===== config.mk =====
export PLATFORM = sky130hd
export DESIGN_NAME = kanagawa_reorder_buffer
export DESIGN_NICKNAME = d
export VERILOG_FILES = /design/src/rtl/kanagawa_rob_pkg.sv /design/src/rtl/kanagawa_rob_slot_array.sv /design/src/rtl/kanagawa_reorder_buffer.sv
export SDC_FILE = /design/constraint.sdc
export NUM_CORES = 1
export LEC_CHECK = 0
export BUFFER_PORTS_ARGS = -buffer_cell sky130_fd_sc_hd__buf_2
export CAP_MARGIN = 20
export CORE_MARGIN = 2
export CORE_UTILIZATION = 39
export DETAILED_ROUTE_END_ITERATION = 6
export SLEW_MARGIN = 10
export SYNTH_ARGS = -nofsm -noshare
export SYNTH_HDL_FRONTEND = slang
export SYNTH_SLANG_ARGS = --single-unit

===== constraint.sdc =====
create_clock -name clock -period 6.55 [get_ports clock]
set_clock_uncertainty 0.2 [all_clocks]
set_input_delay 1.31 -clock clock [delete_from_list [all_inputs] [get_ports clock]]
set_output_delay 1.31 -clock clock [all_outputs]
set_load 0.02 [all_outputs]

===== src/rtl/kanagawa_rob_pkg.sv =====
// kanagawa_rob_pkg: shared width helpers and slot-ID field extraction for the reorder buffer.
`default_nettype none

package kanagawa_rob_pkg;

    localparam int MAX_WORD_W = 1024;
    localparam int MAX_SID_W  = 32;

    function automatic int clog2(input int value);
        int result;
        result = 0;
        for (int i = 0; i < 31; i++) begin
            if ((1 << i) < value) begin
                result = i + 1;
            end
        end
        return result;
    endfunction

    function automatic int idx_width(input int depth);
        return (depth > 1) ? clog2(depth) : 1;
    endfunction

    function automatic int ptr_width(input int slot_id_width);
        return slot_id_width;
    endfunction

    // Callers zero-extend the data word to MAX_WORD_W and truncate the result to their field width.
    function automatic logic [MAX_SID_W-1:0] slot_field(
        input logic [MAX_WORD_W-1:0] word,
        input int                    offset,
        input int                    width
    );
        logic [MAX_WORD_W-1:0] shifted;
        logic [MAX_SID_W-1:0]  mask;
        shifted = word >> offset;
        mask    = (MAX_SID_W'(1) << width) - MAX_SID_W'(1);
        return MAX_SID_W'(shifted) & mask;
    endfunction

endpackage : kanagawa_rob_pkg

`default_nettype wire


===== src/rtl/kanagawa_rob_slot_array.sv =====
// kanagawa_rob_slot_array: per-slot valid/generation bits and data storage,
// one write port, one combinational read port, clear-on-read.
`default_nettype none

module kanagawa_rob_slot_array
    import kanagawa_rob_pkg::*;
#(
    parameter int WIDTH = 32,
    parameter int DEPTH = 32,
    parameter int IDX_W = 5
) (
    input  logic             clk_i,
    input  logic             rst_ni,
    input  logic             wr_en_i,
    input  logic [IDX_W-1:0] wr_idx_i,
    input  logic             wr_tag_i,
    input  logic [WIDTH-1:0] wr_data_i,
    output logic             wr_hit_o,
    input  logic             clr_en_i,
    input  logic [IDX_W-1:0] clr_idx_i,
    input  logic [IDX_W-1:0] rd_idx_i,
    output logic             rd_valid_o,
    output logic             rd_tag_o,
    output logic [WIDTH-1:0] rd_data_o
);

    logic [DEPTH-1:0] valid_q;
    logic [DEPTH-1:0] valid_d;
    logic [DEPTH-1:0] tag_q;
    logic [DEPTH-1:0] tag_d;
    logic [WIDTH-1:0] mem_q [DEPTH];

    // A write lands after the clear so that a next-generation write to the popping slot survives.
    always_comb begin
        valid_d = valid_q;
        tag_d   = tag_q;
        if (clr_en_i) begin
            valid_d[clr_idx_i] = 1'b0;
        end
        if (wr_en_i) begin
            valid_d[wr_idx_i] = 1'b1;
            tag_d[wr_idx_i]   = wr_tag_i;
        end
    end

    always_ff @(posedge clk_i or negedge rst_ni) begin
        if (!rst_ni) begin
            valid_q <= '0;
            tag_q   <= '0;
        end else begin
            valid_q <= valid_d;
            tag_q   <= tag_d;
        end
    end

    always_ff @(posedge clk_i) begin
        if (wr_en_i) begin
            mem_q[wr_idx_i] <= wr_data_i;
        end
    end

    assign wr_hit_o   = valid_q[wr_idx_i];
    assign rd_valid_o = valid_q[rd_idx_i];
    assign rd_tag_o   = tag_q[rd_idx_i];
    assign rd_data_o  = mem_q[rd_idx_i];

endmodule : kanagawa_rob_slot_array

`default_nettype wire


===== src/rtl/kanagawa_reorder_buffer.sv =====
// kanagawa_reorder_buffer: accepts slot-tagged words in any order, releases them in ascending slot-ID order.
// Define REORDER_BUFFER_ASSERT_EN to compile simulation-only protocol assertions.
`default_nettype none

module kanagawa_reorder_buffer
    import kanagawa_rob_pkg::*;
#(
    parameter int    WIDTH              = 32,
    parameter int    DEPTH              = 32,
    parameter int    SLOT_ID_OFFSET     = 0,
    parameter int    SLOT_ID_WIDTH      = 6,
    parameter int    ALMOST_FULL_SLACK  = 2,
    parameter int    ALMOST_EMPTY_LEVEL = 1,
    parameter string DEVICE_FAMILY      = "Stratix10",
    localparam int   IDX_W              = idx_width(DEPTH),
    localparam int   PTR_W              = ptr_width(SLOT_ID_WIDTH)
) (
    input  logic             clock,
    input  logic             rst,
    input  logic             wrreq,
    input  logic [WIDTH-1:0] data,
    output logic             full,
    output logic             almost_full,
    output logic [IDX_W:0]   usedw,
    output logic             overflow_out,
    input  logic             rdreq,
    output logic             empty,
    output logic             almost_empty,
    output logic [WIDTH-1:0] q,
    output logic             underflow_out
);

    localparam int CNT_W = IDX_W + 1;
    localparam int AF_THRESH = (DEPTH > ALMOST_FULL_SLACK) ? (DEPTH - ALMOST_FULL_SLACK) : 0;
    localparam logic [CNT_W-1:0] C_DEPTH_CNT = CNT_W'(DEPTH);
    localparam logic [CNT_W-1:0] C_AF_THRESH = CNT_W'(AF_THRESH);
    localparam logic [CNT_W-1:0] C_AE_LEVEL  = CNT_W'(ALMOST_EMPTY_LEVEL);

    logic [PTR_W-1:0] rd_ptr_q;
    logic [PTR_W-1:0] rd_ptr_d;
    logic [CNT_W-1:0] usedw_q;
    logic [CNT_W-1:0] usedw_d;
    logic             overflow_q;
    logic             underflow_q;

    logic [PTR_W-1:0] wr_sid;
    logic [IDX_W-1:0] wr_idx;
    logic             wr_gen;
    logic [IDX_W-1:0] rd_idx;
    logic             rd_gen;
    logic             head_valid;
    logic             head_tag;
    logic [WIDTH-1:0] head_data;
    logic             wr_slot_busy;
    logic             wr_accept;
    logic             rd_accept;
    logic             wr_adds_entry;

    assign wr_sid = PTR_W'(slot_field(MAX_WORD_W'(data), SLOT_ID_OFFSET, SLOT_ID_WIDTH));
    assign wr_idx = wr_sid[IDX_W-1:0];
    assign wr_gen = wr_sid[PTR_W-1];
    assign rd_idx = rd_ptr_q[IDX_W-1:0];
    assign rd_gen = rd_ptr_q[PTR_W-1];

    kanagawa_rob_slot_array #(
        .WIDTH (WIDTH),
        .DEPTH (DEPTH),
        .IDX_W (IDX_W)
    ) u_slot_array (
        .clk_i      (clock),
        .rst_ni     (rst),
        .wr_en_i    (wr_accept),
        .wr_idx_i   (wr_idx),
        .wr_tag_i   (wr_gen),
        .wr_data_i  (data),
        .wr_hit_o   (wr_slot_busy),
        .clr_en_i   (rd_accept),
        .clr_idx_i  (rd_idx),
        .rd_idx_i   (rd_idx),
        .rd_valid_o (head_valid),
        .rd_tag_o   (head_tag),
        .rd_data_o  (head_data)
    );

    // Entries from the other generation sit in the head slot without making it readable.
    assign empty        = !(head_valid && (head_tag == rd_gen));
    assign full         = (usedw_q == C_DEPTH_CNT);
    assign almost_full  = (usedw_q >= C_AF_THRESH);
    assign almost_empty = (usedw_q <= C_AE_LEVEL);
    assign usedw        = usedw_q;
    assign q            = head_data;
    assign overflow_out  = overflow_q;
    assign underflow_out = underflow_q;

    assign wr_accept = wrreq && !full;
    assign rd_accept = rdreq && !empty;

    // Overwriting a live slot keeps the count, unless that slot is the head being popped this cycle.
    assign wr_adds_entry = wr_accept && (!wr_slot_busy || (rd_accept && (wr_idx == rd_idx)));

    always_comb begin
        rd_ptr_d = rd_ptr_q;
        usedw_d  = usedw_q + CNT_W'(wr_adds_entry) - CNT_W'(rd_accept);
        if (rd_accept) begin
            rd_ptr_d = rd_ptr_q + PTR_W'(1);
        end
    end

    always_ff @(posedge clock or negedge rst) begin
        if (!rst) begin
            rd_ptr_q    <= '0;
            usedw_q     <= '0;
            overflow_q  <= 1'b0;
            underflow_q <= 1'b0;
        end else begin
            rd_ptr_q    <= rd_ptr_d;
            usedw_q     <= usedw_d;
            overflow_q  <= wrreq && full;
            underflow_q <= rdreq && empty;
        end
    end

`ifdef REORDER_BUFFER_ASSERT_EN
    initial begin
        if (SLOT_ID_WIDTH != IDX_W + 1) begin
            $error("kanagawa_reorder_buffer: SLOT_ID_WIDTH=%0d must be log2(DEPTH)+1=%0d",
                   SLOT_ID_WIDTH, IDX_W + 1);
        end
    end

    always_ff @(posedge clock) begin
        if (rst) begin
            if (wrreq && full) begin
                $error("kanagawa_reorder_buffer: write while full");
            end
            if (rdreq && empty) begin
                $error("kanagawa_reorder_buffer: read while empty");
            end
            if (wr_accept && wr_slot_busy && !(rd_accept && (wr_idx == rd_idx))) begin
                $error("kanagawa_reorder_buffer: write to occupied slot %0d", wr_idx);
            end
        end
    end
`endif

endmodule : kanagawa_reorder_buffer

`default_nettype wire


Word-level counts from Yosys, hierarchy flattened --
Memory sizes are Yosys's and may differ from the RTL's. Cells that the tools add are included.
Storage, ports and cells: input bits 36, bits in latches 0, flip-flop bits (word level) 78, memories 1, bits in writable memories 1024, output and inout bits 44, memory bits (read-only) 0, word-level logic and storage cells 50
Memories:
- u_slot_array.mem_q | depth 32, width 32, read ports 1, clocked after Yosys merged registers in 0, write ports 1, line kanagawa_rob_slot_array.sv:31 | logic [WIDTH-1:0] mem_q [DEPTH];
Cells by class: div/mod/pow operators 0, bitwise gates (word level) 3, order comparisons 6, multiply operators 0, reduce and logical (&&, ||, !) cells 13, multiplexer cells 15, equality and inequality tests 3, add/subtract/negate cells 3, shift operators 0
Operators with widths (count):
- $mux 32 | 2
- $and 32x32->32 | 1
- $bwmux 32 | 1
- $not 32->32 | 1
- $or 32x32->32 | 1
- $bmux 1 s5 | 3
- $lt 5x6->1 const B | 2
- $demux 1 s5 | 2
- $ge 5x1->1 const B | 2
- $logic_and 1x1->1 | 9
- $mux 1 | 7
- $add 6x1->6 | 1
- $add 6x1->6 const B | 1
- $eq 6x6->1 const B | 1
- $ge 6x5->1 const B | 1
- $le 6x1->1 const B | 1
- $sub 6x1->6 | 1
- $eq 5x5->1 | 1
- $logic_not 1->1 | 3
- $eq 1x1->1 | 1
- $logic_or 1x1->1 | 1

Logic depth before layout (Yosys ltp) --
Gate-level depths: netlist of the first run.
depth after elaboration 10, depth in mapped cells 19, depth with buffers taken out 16

Hierarchy --
A second synthesis of the first run with hierarchy kept.
Second synthesis, totals: cell total of the unflattened synthesis 2590, area total of the unflattened synthesis 44097.3 um^2
By module, submodules not included:
- kanagawa_rob_slot_array | sequential area each 32351.0 um^2, area an instance 43225.2 um^2, cells an instance 2511, times used 1
- kanagawa_reorder_buffer | sequential area each 350.3 um^2, area an instance 872.1 um^2, cells an instance 79, times used 1

Worst setup path after synthesis of the first run --
Ideal clock, no wire load.
path kind input-to-reg, from input port data[1], to register usedw_q[4] (netlist: usedw[4]), data arrival time 4.375 ns, path slack 1.895 ns, data required time 6.270 ns, setup time 0.080 ns, stages on the path 13, path through clkbuf_1 > mux4_2 > mux4_2 > a221oi_1 > a21oi_1 > ha_1 > inv_1 > ha_1 > fa_1 > a21oi_1 > nor2_1 > nor2_1 > xnor2_1
Between the ends: cells in the longest elaborated chain, start to end 7
RTL lines:
- from (decl) | line kanagawa_reorder_buffer.sv:21 | input logic [WIDTH-1:0] data,
- $bmux 1 s5 | line kanagawa_rob_slot_array.sv:62 | assign wr_hit_o = valid_q[wr_idx_i];
- $mux 1 (implied by the code) | line kanagawa_rob_slot_array.sv:62
- $logic_not 1->1 | line kanagawa_reorder_buffer.sv:99 | assign wr_adds_entry = wr_accept && (!wr_slot_busy || (rd_accept && (wr_idx == rd_idx)));
- $logic_or 1x1->1 (*) | line kanagawa_reorder_buffer.sv:99
- $logic_and 1x1->1 (*) | line kanagawa_reorder_buffer.sv:99
- $add 6x1->6 (*) | line kanagawa_reorder_buffer.sv:103 | usedw_d = usedw_q + CNT_W'(wr_adds_entry) - CNT_W'(rd_accept);
- $sub 6x1->6 (*) | line kanagawa_reorder_buffer.sv:103
- net usedw_d[4] | line kanagawa_reorder_buffer.sv:42 | logic [CNT_W-1:0] usedw_d;
- to (signal assigned) | line kanagawa_reorder_buffer.sv:117 | usedw_q <= usedw_d;
- to (decl) | line kanagawa_reorder_buffer.sv:41 | logic [CNT_W-1:0] usedw_q;
The timed path passes the listed nets; every way through them passes the cells marked *. The select of a mux whose other input is x is not followed. A chain may end at the register's enable or synchronous reset.

Worst setup path in the final report of the first run --
from register rd_ptr_q[0], to output port q[21]
Between the ends: cells in the longest elaborated chain, start to end 1
RTL lines:
- from (decl) | line kanagawa_reorder_buffer.sv:39 | logic [PTR_W-1:0] rd_ptr_q;
- from (signal assigned) | line kanagawa_reorder_buffer.sv:116 | rd_ptr_q <= rd_ptr_d;
- $mem_v2 32x32
- to (decl) | line kanagawa_reorder_buffer.sv:29 | output logic [WIDTH-1:0] q,
No other way between the ends.

==> impl_metrics.yaml, run 1 <==
outcome:
  outcome: "finished clean"
worst_setup_path:
  crit_buf_inv: 2
  r2r_cells: 15
  arrival_ns: 4.14
  crit_top_cell: "mux4_2"
  r2r_slack_ns: 1.63
  critPathSlowestCell: "dfrtp_4"
  critical_path_class: "flip-flop to output port"
  reg2reg_to: "usedw[4]$_DFF_PN0_"
  crit_path_end_kind: "output port"
  cp_cell_sequence: "buf_4 > mux4_2 > mux4_2 > a22oi_1 > nand2_1 > buf_2"
  crit_family: "multiplexers"
  path_max_fanout: 42
  slowest_delay_ns: 0.96
  start_kind: "flip-flop"
  critical_path_required_ns: 5.04
  rr_startpoint: "rd_ptr_q[0]$_DFFE_PN0N_"
min_path:
  min_from: "u_slot_array.tag_q[0]$_DFFE_PN0P_"
  hold_end: "u_slot_array.tag_q[0]$_DFFE_PN0P_"
  hp-class: "flip-flop to flip-flop"
  whs_path_depth: 1
die:
  core_mm2: 0.1090
  top_level_ports: 80
  initial_core_util_pct: 39.36
  die_area_mm2: 0.1127
  die_h_um: 335.7
  die_w_um: 335.7
  rows: 121
synth:
  syn_inst: 1980
  async_flop_share_pct: 7.078
  syn_area_mm2: 0.04290
  ys_seq_area_share_pct: 76.23
  avgSynthCellArea_um2: 21.67
  ys.flop_type: "edfxtp_1"
  synthesis.nets: 2032
  synth_edf_count: 1024
  yosysWarnings: 0
  synth-seq-cells: 1102
  ys_types: 54
final_layout:
  layout_commonest_cell: "edfxtp_1"
  final_cell_mix: "1024 x edfxtp_1, 283 x mux4_2, 107 x clkbuf_16"
  drive_gt1_share_pct: 31.05
  n_antenna_cell: 0
  nets: 2179
  final_cell_count_no_fill: 3630
  area_growth_pct: 14.17
job:
  cap_violations: 0
drt:
  drt_wl_total_mm: 108.1
  vias: 21073
  drt_iter0_drc: 2101
  drc: 0
  ant_nets: 0
  wire_per_inst_um: 29.79
  route.detailed.vias_per_inst: 5.805
  drt_first_pass_iters: 6
global_route:
  grt_max_degree: 137
  antenna_found_initial: 15
  grt-ovfl-total: 0
  track_usage_pct: 19.43
  grt_pass1_vias: 21788
  grt_pass1_wl_mm: 157.4
cts:
  cts_root_buf: "clkbuf_16"
  cts_buffer_depth: 3
  holdBufCountCts: 0
  cts_max_level: 3
  cts_tree: "built"
  post_cts_buffers: 0
  clk_pin_slew_ns: 0.06
  cts_resized: 0
  cts_sinks: 1102
  cts_made_buffers: 105
  insertion_delay_ns: 0.67
pwr:
  powerDensity_mw_per_mm2: 414.2
  p_leak_nw: 15.63
  ir_drop_uv: 277.4
sta:
  slew_violations: 0
  min_period_over_period_pct: 86.33
  post-route-min-period_ns: 5.655
  setup_viol: 0
  tns_ns: 0
  max_slew.worst_pin.slew_ns: 1.105
  rsz0062_at_grt: "no"
  fmax_ghz: 0.1769
  slew_headroom_pct: 26.13
  timing.final.hold_violations: 0
placed_design:
  port_buffers: 79
  gp_congestion: 0.8001
  dp_hpwl_mm: 59.69
  dp_cells: 3432
-- worst max path at each step --
| stage | start | to | depth (start not counted) |
|---|---|---|---|
| CTS | rd_ptr_q[0]$_DFFE_PN0N_ | q[21] | 6 |
| global placement | data[1] | usedw[4]$_DFF_PN0_ | 13 |
| finish | rd_ptr_q[0]$_DFFE_PN0N_ | q[21] | 6 |
| floorplan | data[1] | usedw[4]$_DFF_PN0_ | 13 |
| detailed placement | data[1] | usedw[4]$_DFF_PN0_ | 13 |
| global route | rd_ptr_q[0]$_DFFE_PN0N_ | empty | 8 |
-- state kept, by name, summed over array words and instances, names as in the netlist --
register              flops
overflow_out              1
underflow_out             1
u_slot_array.mem_q     1024
rd_ptr_q                  6
usedw                     6
u_slot_array.valid_q     32
u_slot_array.tag_q       32
-- power by group --
part,total [mW],switching [mW],leakage [nW],internal (mW)
Clock,6.19,2.61,1.72,3.58
Sequential,8.28,0.338,10.2,7.94
Combinational,5.82,3.28,3.73,2.55
-- per-layer routing --
layer / GRT usage, % / vias up / wire (um)
met5: 0 / - / 83
met4: 5.171 / 12 / 2608
met3: 3.494 / 191 / 6631
met2: 32.90 / 766 / 54990
met1: 25.91 / 11447 / 43810
li1: - / 8657 / -
-- logic make-up after synthesis --
kind of cell,share of synthesized area [%]
DFF,76.23
AOI/OAI and AO/OA,2.765
adders and majority gates,0.4842
xor gates and xnor gates,0.3033
buffers and inverters,1.181
muxes,16.81
and+or+nand+nor,2.225
-- metrics by stage --
stage | instance area [um2] | setup slack [ns] | hold WS [ns] | utilization (%) | power (mW)
6_report | 48980 | 0.8955 | 0.3002 | 44.93 | 20.29
5_1_grt | 48980 | 0.5776 | 0.3192 | 44.93 | 21.16
4_1_cts | 48930 | 0.8213 | 0.3054 | 44.89 | 20.49
2_1_floorplan | 42900 | 1.895 | 0.2750 | - | 12.48
3_5_place_dp | 45400 | 1.273 | 0.2912 | 41.65 | 14.33
3_3_place_gp | 45400 | 1.282 | 0.2835 | 41.65 | 14.29
-- area by class of cell --
cell class | count | area (um2)
sequential | 1102 | 32710
timing repair buffer | 146 | 983.4
fill | 9089 | 60030
clock inverter | 79 | 809.5
tap | 1414 | 1769
inverter | 13 | 48.80
clock buffer | 117 | 2715
multi-input combinational | 759 | 9940
-- synthesized netlist by cell type (4+ instances only) --
master / number / area, um2
nor2b_1: 5 / 31.28
nand3_1: 18 / 90.09
mux4_2: 283 / 6374
xor2_1: 6 / 52.55
nor2_1: 69 / 259.0
a22oi_1: 93 / 698.2
nor3_1: 23 / 115.1
inv_1: 10 / 37.54
ha_1: 15 / 187.7
o41ai_1: 8 / 70.07
xnor2_1: 7 / 61.31
o21ai_0: 15 / 75.07
edfxtp_1: 1024 / 30750
o2111ai_1: 8 / 70.07
buf_2: 24 / 120.1
nand4_1: 13 / 81.33
buf_4: 4 / 30.03
clkbuf_1: 50 / 187.7
nand2_1: 51 / 191.4
buf_1: 26 / 97.59
mux2_2: 54 / 608.1
mux2i_1: 22 / 220.2
a21oi_1: 26 / 130.1
dfrtp_1: 78 / 1952
-- worst register-to-register path: stages, from the launching register on --
cell and delay [ns]:
dfrtp_4 0.96, clkinv_1 0.51, nand3_1 0.18, o2111ai_1 0.21, a2111oi_4 0.49, xnor2_2 0.26, and3b_1 0.45, a21oi_1 0.14
ha_1 0.29, inv_1 0.04, ha_1 0.20, fa_1 0.44, a21oi_1 0.17, nor2_1 0.06, nor2_1 0.11, xnor2_1 0.13
Power figures use the tool's default switching activity.
==> run 2: changes to the inputs <==
--- a/config.mk
+++ b/config.mk
@@ -5,6 +5,7 @@
 export SDC_FILE = /design/constraint.sdc
 export NUM_CORES = 1
 export LEC_CHECK = 0
+export ABC_AREA = 1
 export BUFFER_PORTS_ARGS = -buffer_cell sky130_fd_sc_hd__buf_2
 export CAP_MARGIN = 20
 export CORE_MARGIN = 2
==> run 2 against run 1 <==
Effect of this change:
- the run now ends with DRC left
- core utilization decreased by 0.73 points
- wire length increased by 16%
- via count increased by 38%
- combinational power increased by 8.1%
- sequential power decreased by 0.8%
- synthesized area increased by 3.3%
- final cell count increased by 41%
- non-clock buffer count increased by 3
- global-route usage increased by 1.8 points
- first-iteration DRC count increased by 82%
- sequential share of layout area decreased by 1.1 points
- highest routed layer unchanged
==> impl_metrics.yaml, run 2 <==
outcome:
  outcome: "finished with violations"
  violations: "DRC"
synth:
  synth_top_area_share_pct: 69.38
  yosysWarnings: 0
  synth-seq-cells: 1102
  ys.flop_type: "edfxtp_1"
  synth_edf_count: 1024
  ys_seq_area_share_pct: 73.78
  synth_most_common_cell: "edfxtp_1"
  avgSynthCellArea_um2: 12.69
  synthesis.nets: 3544
  ys_types: 44
  yosysTopAreaCell: "edfxtp_1"
  syn_inst: 3492
  synth_common_cells: "1024 x edfxtp_1, 574 x nor2_1, 566 x o21ai_0"
  ys_top_cells_by_area: "edfxtp_1 69%, o21ai_0 6.4%, nor2_1 4.9%, dfrtp_1 4.4%, o22ai_1 3.6%"
  syn_area_mm2: 0.04432
  async_flop_share_pct: 7.078
pwr:
  clkPwrFrac_pct: 28.8
  powerDensity_mw_per_mm2: 408.9
  power.switching_mw: 7.429
  swShare_pct: 36.49
  ir_drop_uv: 447.2
  pwr-share-comb_pct: 30.9
  p_int_mw: 12.93
  p_leak_nw: 16.54
  power_frac_seq_pct: 40.3
worst_setup_path:
  path_max_fanout: 135
  arrival_ns: 4.24
  start_kind: "flip-flop"
  crit_start: "rd_ptr_q[1]$_DFFE_PN0N_"
  critical_path_required_ns: 5.04
  crit_path_end_kind: "output port"
  critical_path_class: "flip-flop to output port"
  rr_startpoint: "rd_ptr_q[1]$_DFFE_PN0N_"
final_layout:
  drive_gt1_share_pct: 9.734
  reg.largest.list: "u_slot_array.mem_q: 1024 flops, u_slot_array.tag_q: 32 flops, u_slot_array.valid_q: 32 flops"
  largest_reg_flops: 1024
  nets: 3571
  layout_commonest_cell: "edfxtp_1"
  nFillCells: 10117
  final_cell_mix: "1024 x edfxtp_1, 566 x o21ai_0, 541 x nor2_1"
  area_growth_pct: 12.35
  top_register: "u_slot_array.mem_q"
  final_util_pct: 44.20
sta:
  slew_headroom_pct: 12.44
  min_period_over_period_pct: 87.83
  fmax_ghz: 0.1738
  timing.final.hold_violations: 0
  setup_viol: 0
  max_slew.worst_pin.slew_ns: 1.313
  rsz0062_at_grt: "no"
  slew_violations: 0
  tns_ns: 0
  post-route-min-period_ns: 5.753
cts:
  post_cts_buffers: 0
  cts_tree: "built"
  clk_pin_slew_ns: 0.06
  cts_buffer_depth: 3
  holdBufCountCts: 0
  cts_resized: 0
  cts_sinks: 1102
  cts_root_buf: "clkbuf_16"
  cts_max_level: 3
  cts_made_buffers: 107
  insertion_delay_ns: 0.72
global_route:
  grt-ovfl-total: 0
  grt_pass1_wl_mm: 184.2
  track_usage_pct: 21.23
  grt_pass1_vias: 27285
  antenna_found_initial: 3
  grt_max_degree: 213
drt:
  drt_first_pass_iters: 7
  drc: 2
  drt_wl_total_mm: 125.5
  vias: 28991
  drt_iter0_drc: 3827
  wire_per_inst_um: 24.57
  route.detailed.vias_per_inst: 5.674
  ant_nets: 0
die:
  top_level_ports: 80
  core_mm2: 0.1127
  rows: 123
  die_h_um: 341.1
  die_w_um: 341.1
  die_area_mm2: 0.1164
  initial_core_util_pct: 39.34
placed_design:
  dp_hpwl_mm: 67.18
  gp_congestion: 0.8980
  port_buffers: 79
min_path:
  hp-class: "input pin to async pin"
job:
  cap_violations: 0
[run 2: cell families (layout without fill, tap and decap cells)]
| logic type | Yosys count | after routing | share of synthesized area (%) |
|---|---|---|---|
| fa+ha+maj | 16 | 16 | 0.4686 |
| flops | 1102 | 1102 | 73.78 |
| simple gates | 1078 | 1078 | 10.10 |
| buf+inv | 354 | 468 | 3.391 |
| xor+xnor | 12 | 12 | 0.2371 |
| compound gates | 930 | 930 | 12.02 |
| other cells | 0 | 3 | 0 |
[run 2: final timing paths]
path | endpoint | slack, ns | cells past startpoint
min reg2reg | overflow_out$_DFF_PN0_ | 0.33 | 1
max reg2reg | usedw[4]$_DFF_PN0_ | 1.61 | 20
min in group clock | overflow_out$_DFF_PN0_ | 0.33 | 1
min | underflow_out$_DFF_PN0_ | 0.29 | 1
max in group asynchronous | rd_ptr_q[1]$_DFFE_PN0N_ | 4.67 | 2
max | q[20] | 0.80 | 9
[run 2: layout make-up]
type,instances,area [um2],share of cell area (%)
antenna,3,7.507,0.01508
clock buffer,138,2856,5.737
clock inverter,58,444.2,0.8920
inverter,123,485.5,0.9750
multi-input combinational,2036,10390,20.87
sequential,1102,32710,65.69
tap,1500,1877,3.769
timing repair buffer,149,1023,2.055
[run 2: critical path, stage by stage, from the launching register on]
cell and delay [ns]:
dfrtp_4 0.74, inv_8 0.71, buf_4 0.80, o21ai_0 0.21
o22ai_1 0.18, nand2_1 0.07, nand2_1 0.09, a221oi_1 0.08
nand4_1 0.27, buf_2 0.22
[run 2: power by group through the flow]
stage | registers [mW] | clock network, mW | logic (mW)
after floorplan | 8.21 | 0 | 4.36
after global placement | 8.35 | 0 | 6.21
after detailed placement | 8.35 | 0 | 6.25
after CTS | 8.20 | 5.93 | 6.27
after global routing | 8.23 | 6.18 | 6.88
final | 8.21 | 5.86 | 6.29
[run 2: stage by stage]
| step | hold slack [ns] | power, mW | area [um2] | std cells | setup slack, ns |
|---|---|---|---|---|---|
| after floorplan | 0.2908 | 12.57 | 44320 | 3492 | 1.622 |
| after global placement | 0.3118 | 14.56 | 46460 | 4909 | 1.530 |
| after detailed placement | 0.3215 | 14.60 | 46480 | 4910 | 1.431 |
| after CTS | 0.2632 | 20.41 | 49790 | 5106 | 0.8108 |
| after global routing | 0.2826 | 21.29 | 49790 | 5106 | 0.6498 |
| final | 0.2917 | 20.36 | 49790 | 5109 | 0.7972 |
[run 2: per-layer routing]
metal / global-route usage (%) / vias to the layer above / routed length [um]
li1: - / 12901 / -
met5: 0 / - / 27
met3: 3.287 / 223 / 9772
met4: 7.177 / 4 / 4024
met2: 33.23 / 1290 / 57490
met1: 30.31 / 14573 / 54200
